<file path="src/rtl/addsub_seq_pkg.sv">
// Shared definitions for the nibble-serial binary/packed-decimal adder-subtractor.
package addsub_seq_pkg;

  typedef enum logic [1:0] {
    ST_IDLE = 2'd0,
    ST_BUSY = 2'd1,
    ST_DONE = 2'd2
  } state_t;

  localparam int NIB = 4;
  localparam logic [NIB-1:0] BCD_ADJ_ADD = 4'd6;
  localparam logic [NIB-1:0] BCD_ADJ_SUB = 4'd10;

endpackage

</file>
<file path="src/rtl/nib_addsub_bcd.sv">
// One-nibble add/subtract slice with 6502-style decimal adjust.
module nib_addsub_bcd
  import addsub_seq_pkg::*;
(
  input  logic [NIB-1:0] a,
  input  logic [NIB-1:0] b,
  input  logic           cin,
  input  logic           sub,
  input  logic           bcd,
  output logic [NIB-1:0] sum,
  output logic           cout,
  output logic           msb_cin,
  output logic           msb_cout
);

  logic [NIB-1:0] b_eff;
  logic [NIB:0]   raw;

  always_comb begin
    b_eff    = b ^ {NIB{sub}};
    raw      = {1'b0, a} + {1'b0, b_eff} + {{NIB{1'b0}}, cin};
    msb_cin  = raw[NIB-1] ^ a[NIB-1] ^ b_eff[NIB-1];
    msb_cout = raw[NIB];
    sum      = raw[NIB-1:0];
    cout     = raw[NIB];
    // Decimal add forces a carry on correction; decimal subtract keeps the binary borrow.
    if (bcd && !sub) begin
      if (raw > (NIB+1)'(9)) begin
        sum  = raw[NIB-1:0] + BCD_ADJ_ADD;
        cout = 1'b1;
      end
    end else if (bcd && sub && !raw[NIB]) begin
      sum = raw[NIB-1:0] + BCD_ADJ_SUB;
    end
  end

endmodule

</file>
<file path="src/rtl/addsub_seq.sv">
// Sequential adder/subtractor: operands consumed NIB_PER_CYC nibbles per cycle, LSB first.
//
// state   | meaning
// IDLE    | in_ready=1, waiting for operands
// BUSY    | shifting operands through the nibble slices
// DONE    | result held with out_valid=1 until out_ready
module addsub_seq
  import addsub_seq_pkg::*;
#(
  parameter int WIDTH       = 16,
  parameter int NIB_PER_CYC = 1
) (
  input  logic               clk,
  input  logic               rst_n,
  input  logic               in_valid,
  output logic               in_ready,
  input  logic [WIDTH-1:0]   a,
  input  logic [WIDTH-1:0]   b,
  input  logic               cin,
  input  logic               sub,
  input  logic               bcd,
  output logic               out_valid,
  input  logic               out_ready,
  output logic [WIDTH-1:0]   sum,
  output logic               cout,
  output logic [WIDTH/4-1:0] hcarry,
  output logic               ovf,
  output logic               zero
);

  localparam int NNIB  = WIDTH / NIB;
  localparam int STEP  = NIB * NIB_PER_CYC;
  localparam int NCYC  = NNIB / NIB_PER_CYC;
  localparam int CNT_W = $clog2(NNIB + 1);

  state_t state, state_nxt;

  logic [WIDTH-1:0]       a_sh, b_sh, sum_sh, sum_nxt;
  logic [NNIB-1:0]        hc_sh, hc_nxt, ov_sh, ov_nxt;
  logic                   carry, sub_r, bcd_r, zero_r;
  logic [CNT_W-1:0]       cnt;
  logic                   capture, last_cyc;
  logic [NIB_PER_CYC:0]   chain;
  logic [STEP-1:0]        step_sum;
  logic [NIB_PER_CYC-1:0] step_ov;

  assign capture  = (state == ST_IDLE) && in_valid;
  assign last_cyc = (state == ST_BUSY) && (cnt == CNT_W'(1));
  assign chain[0] = carry;

  for (genvar i = 0; i < NIB_PER_CYC; i++) begin : g_nib
    logic mci, mco;
    nib_addsub_bcd u_nib (
      .a        (a_sh[i*NIB +: NIB]),
      .b        (b_sh[i*NIB +: NIB]),
      .cin      (chain[i]),
      .sub      (sub_r),
      .bcd      (bcd_r),
      .sum      (step_sum[i*NIB +: NIB]),
      .cout     (chain[i+1]),
      .msb_cin  (mci),
      .msb_cout (mco)
    );
    assign step_ov[i] = mci ^ mco;
  end

  // New nibbles enter at the top so the result is LSB-aligned after the last shift.
  always_comb begin
    sum_nxt                        = sum_sh >> STEP;
    sum_nxt[WIDTH-1 -: STEP]       = step_sum;
    hc_nxt                         = hc_sh >> NIB_PER_CYC;
    hc_nxt[NNIB-1 -: NIB_PER_CYC]  = chain[NIB_PER_CYC:1];
    ov_nxt                         = ov_sh >> NIB_PER_CYC;
    ov_nxt[NNIB-1 -: NIB_PER_CYC]  = step_ov;
  end

  always_ff @(posedge clk or negedge rst_n) begin
    if (!rst_n) begin
      state <= ST_IDLE;
    end else begin
      state <= state_nxt;
    end
  end

  always_comb begin
    state_nxt = state;
    case (state)
      ST_IDLE: if (in_valid)  state_nxt = ST_BUSY;
      ST_BUSY: if (last_cyc)  state_nxt = ST_DONE;
      ST_DONE: if (out_ready) state_nxt = ST_IDLE;
      default:                state_nxt = ST_IDLE;
    endcase
  end

  always_comb begin
    in_ready  = (state == ST_IDLE);
    out_valid = (state == ST_DONE);
  end

  always_ff @(posedge clk or negedge rst_n) begin
    if (!rst_n) begin
      a_sh   <= '0;
      b_sh   <= '0;
      sum_sh <= '0;
      hc_sh  <= '0;
      ov_sh  <= '0;
      carry  <= 1'b0;
      sub_r  <= 1'b0;
      bcd_r  <= 1'b0;
      zero_r <= 1'b0;
      cnt    <= '0;
    end else if (capture) begin
      a_sh  <= a;
      b_sh  <= b;
      carry <= cin;
      sub_r <= sub;
      bcd_r <= bcd;
      cnt   <= CNT_W'(NCYC);
    end else if (state == ST_BUSY) begin
      a_sh   <= a_sh >> STEP;
      b_sh   <= b_sh >> STEP;
      carry  <= chain[NIB_PER_CYC];
      cnt    <= cnt - CNT_W'(1);
      sum_sh <= sum_nxt;
      hc_sh  <= hc_nxt;
      ov_sh  <= ov_nxt;
      if (last_cyc) zero_r <= (sum_nxt == '0);
    end
  end

  assign sum    = sum_sh;
  assign hcarry = hc_sh;
  assign cout   = hc_sh[NNIB-1];
  assign ovf    = ov_sh[NNIB-1];
  assign zero   = zero_r;

endmodule

</file>
<file path="config.mk">
export PLATFORM = sky130hd
export DESIGN_NAME = addsub_seq
export DESIGN_NICKNAME = d
export VERILOG_FILES = /design/src/rtl/addsub_seq_pkg.sv /design/src/rtl/nib_addsub_bcd.sv /design/src/rtl/addsub_seq.sv
export SDC_FILE = /design/constraint.sdc
export NUM_CORES = 1
export LEC_CHECK = 0
export BUFFER_PORTS_ARGS = -buffer_cell sky130_fd_sc_hd__buf_4
export CAP_MARGIN = 20
export CORE_MARGIN = 2
export CORE_UTILIZATION = 49
export DETAILED_ROUTE_END_ITERATION = 6
export PLACE_DENSITY_LB_ADDON = 0.08
export SYNTH_ARGS = -nofsm -noshare
export SYNTH_HDL_FRONTEND = slang
export SYNTH_SLANG_ARGS = --single-unit
</file>
<file path="constraint.sdc">
create_clock -name clk -period 3 [get_ports clk]
set_input_delay 0.45 -clock clk [delete_from_list [all_inputs] [get_ports clk]]
set_output_delay 0.45 -clock clk [all_outputs]
set_load 0.02 [all_outputs]
</file>
==> metrics.txt <==
number of library cell types mapped by synthesis=44; Synth Flop Type=sky130_fd_sc_hd__dfrtp_1; synthesized netlist net count=~380; cells after synthesis=about 330; total global routing track utilization=0.226; measured slew at the worst slew-check pin=844 ps; DRC violations left=0; dominant combinational cell family by area after synthesis=simple AND/OR/NAND/NOR gates; number of rows in the core area=28; DR WL/cell=roughly 15 um; part of the cycle the worst path needs=0.950; kind of start point of the critical path=flip-flop; die boundary height=approximately 80 um; number of port buffers=between 60 and 70; largest net degree at the start of global routing=63; clock tree from TritonCTS=done; chain of cells forming the critical path=xnor2_2 -> fa_2 -> fa_2 -> xnor2_2 -> buf_4 -> ha_1 -> or2_2 -> or2_4 -> a311o_1 -> a32oi_1; final WL=7.09 mm; number of slew-limit violations in the final report=0; via count=roughly 2500; Slew headroom=0.438; Total Nets Final=around 450; leading area contributor after synthesis=sky130_fd_sc_hd__dfrtp_1; adder and majority cell fraction of the synthesized area=0.0426; power per cell area=between 1000 and 1500 nW/um^2; DPL Wire Length=approximately 4.9 mm; biggest area contributors in the synthesized netlist=sky130_fd_sc_hd__dfrtp_1, sky130_fd_sc_hd__nand2_1, sky130_fd_sc_hd__a22oi_1, sky130_fd_sc_hd__ha_1, sky130_fd_sc_hd__clkbuf_1; Mapped Area=3000 sq um; xor-xnor portion of the synthesized cell area=0.0234; average instance area after synthesis=approximately 9.1 sq um; multi-input gate area in the final layout=~1400 sq um; Yosys reg bits=slightly above 60; setup-violating endpoint count in the final report=0; peak per-stage delay on the critical path=410 ps; clock slew at reported path FFs=70 ps; fin cells=478; RD Place Congestion=approximately 0.86; post-route total power=between 5 and 6 mW; highest net fanout along the worst path=2; Peak VDD IR=0.899 mV; number of H-tree levels=3; Initial Utilization=0.507; Post-synth top cells=sky130_fd_sc_hd__nand2_1, sky130_fd_sc_hd__dfrtp_1, sky130_fd_sc_hd__a22oi_1, sky130_fd_sc_hd__clkbuf_1; post-route ant nets=0; run status=completed; Simple-Gate Fraction of Synth Area=0.245; register area=between 1500 and 2000 sq um; crit path DAT=between 3000 and 4000 ps; achievable frequency=351 MHz; static leakage=between 1.5 and 2 nW; number of antenna violations at the first check in global routing=0; Async SR Flop Fraction=1.00; total I/O pin count=64; x dimension of the die=a little over 80 um; CTS Sinks=62; required time at the endpoint of the critical path=between 3000 and 4000 ps; final critical path time including I/O delays and setup=approximately 2900 ps; GRT Residual Overflow=0; endpoint class of the critical path=flip-flop; multiplexer share of the synthesized area=0.00375; wire length of the first global-routing pass=around 11 mm; Worst R2R Path Depth=10; maximum clock insertion buffer count=2; synthesized-area fraction occupied by ao, oa, aoi and oai cells=0.133; Clock Latency Late Sink=340 ps; vias in the first global route=approximately 2400; Initial DRC Count=between 100 and 150; worst setup path category=flip-flop to flip-flop; number of iterations in the first detailed-routing pass=6; die outline area=between 6000 and 7000 sq um; clock tree skew after final layout=8.24 ps; share of the synthesized area in the top cell type=0.517; top-count cell post-synth=sky130_fd_sc_hd__nand2_1; share of final-layout standard cells stronger than drive strength 1=0.256; Placed Cells incl. Taps=approximately 460; share of synthesized area occupied by flip-flops and latches=0.517; EDFF count, synth=0; worst hold path type=input pin to async pin; Syn. warnings=0; Layout fillers=a little over 500; floorplan core area=a little under 6000 sq um; n_diodes=0; final hold violation count=0; max-cap violation count=0; slowest library cell on the worst path=sky130_fd_sc_hd__dfrtp_1; area growth from synthesis to layout=26.7%; Clk Tree Root Cell=sky130_fd_sc_hd__clkbuf_8; total clock buffers created by CTS=9; average vias per placed instance=~5.3
## what timing repair did
item | in CTS | in global routing
hold buffers | 0 | 0
resized for setup | 0 | 6
endpoints found under the hold margin | 0 | 0
setup endpoints to repair | 0 | 5
buffers inserted | 0 | 1
## critical path: cells and delay by family, from the launching register on
| kind | cells | cell delay (ps) |
|---|---|---|
| flip-flops | 1 | 410 |
| AND/OR/NAND/NOR | 2 | 530 |
| adder cells (fa/ha/maj) | 3 | 960 |
| AO/OA/AOI/OAI | 2 | 420 |
| XOR/XNOR | 2 | 310 |
| buffers and inverters | 1 | 140 |
## worst paths after layout
| kind | end | slack, ps | from |
|---|---|---|---|
| hold / removal | sum[2] | 180 | rst_n |
| hold reg to reg | hcarry[0] | 480 | hcarry[0] |
| setup / recovery | zero | 150 | sub_r |
| setup reg to reg | zero | 150 | sub_r |
| min in group clk | b_sh[15] | 300 | b[15] |
| max in group asynchronous | b_sh[15] | 2290 | rst_n |
## sequential cells by signal (all words and copies together) (netlist names)
name	cells
hcarry	4
ov_sh	1
state	2
sum	16
bcd_r	1
sub_r	1
a_sh	16
cnt	3
carry	1
b_sh	16
zero	1
## cell families (layout without fill, tap and decap cells)
family                   Yosys count  count (layout)
flip-flops                        62              62
AND/OR/NAND/NOR                  169             169
AO/OA/AOI/OAI                     56              56
multiplexers                       1               1
XOR/XNOR                           8               8
adder cells (fa/ha/maj)            9               9
buffers and inverters             26              98
## layer usage
metal  share of wire  vias to the layer above  GRT usage
li1                -                     1255          -
met1            0.45                     1180      0.314
met2            0.48                       72      0.343
met3           0.048                       15     0.0435
met4           0.019                        0      0.100
met5               0                        -          0
## placed cells by master, fill, tap and decap left out, types with 2 or more instances in the layout
cell                       instances
sky130_fd_sc_hd__xnor2_1           2
sky130_fd_sc_hd__buf_4            74
sky130_fd_sc_hd__nand2_1         123
sky130_fd_sc_hd__nor2b_1           3
sky130_fd_sc_hd__o21ai_0           9
sky130_fd_sc_hd__nand4_1           3
sky130_fd_sc_hd__a21o_1            2
sky130_fd_sc_hd__or4_1             2
sky130_fd_sc_hd__and3_1            2
sky130_fd_sc_hd__dfrtp_1          62
sky130_fd_sc_hd__xor2_1            3
sky130_fd_sc_hd__nand2b_1          5
sky130_fd_sc_hd__nor3_1            5
sky130_fd_sc_hd__nand3_1           9
sky130_fd_sc_hd__clkbuf_8         12
sky130_fd_sc_hd__a21oi_1           6
sky130_fd_sc_hd__ha_1              6
sky130_fd_sc_hd__a32oi_1           2
sky130_fd_sc_hd__xnor2_2           2
sky130_fd_sc_hd__nor2_1            7
sky130_fd_sc_hd__inv_1             8
sky130_fd_sc_hd__a221o_1           3
sky130_fd_sc_hd__o31ai_1           2
sky130_fd_sc_hd__a22oi_1          22
sky130_fd_sc_hd__clkinv_2          2
sky130_fd_sc_hd__fa_2              2
## layout make-up
cell class / count / area share
Sequential cell: 62 / 0.408
Timing Repair Buffer: 74 / 0.146
Tap cell: 75 / 0.0247
Clock buffer: 13 / 0.0445
Inverter: 8 / 0.00790
Clock inverter: 3 / 0.00461
Multi-Input combinational cell: 243 / 0.364
## report_power, final
part	leakage (nW)	switching (mW)	total, mW	internal [mW]
Clock	0.0954	0.325	0.690	0.365
Sequential	0.791	0.263	1.46	1.20
Combinational	1.09	1.83	3.20	1.37
Total	1.97	2.41	5.35	2.93
## through the flow
stage          cell area, sq um  hold slack [ps]  setup TNS [ps]  worst slack [ps]  utilization
2_1_floorplan              3010              154               0              8.05            -
3_3_place_gp               3580              458               0              73.1        0.605
3_5_place_dp               3580              464               0              30.2        0.605
4_1_cts                    3770              216               0              6.35        0.636
5_1_grt                    3800              267           -3.76             -3.76        0.642
6_report                   3800              178               0               150        0.642
(Power assumes the default switching activity.)
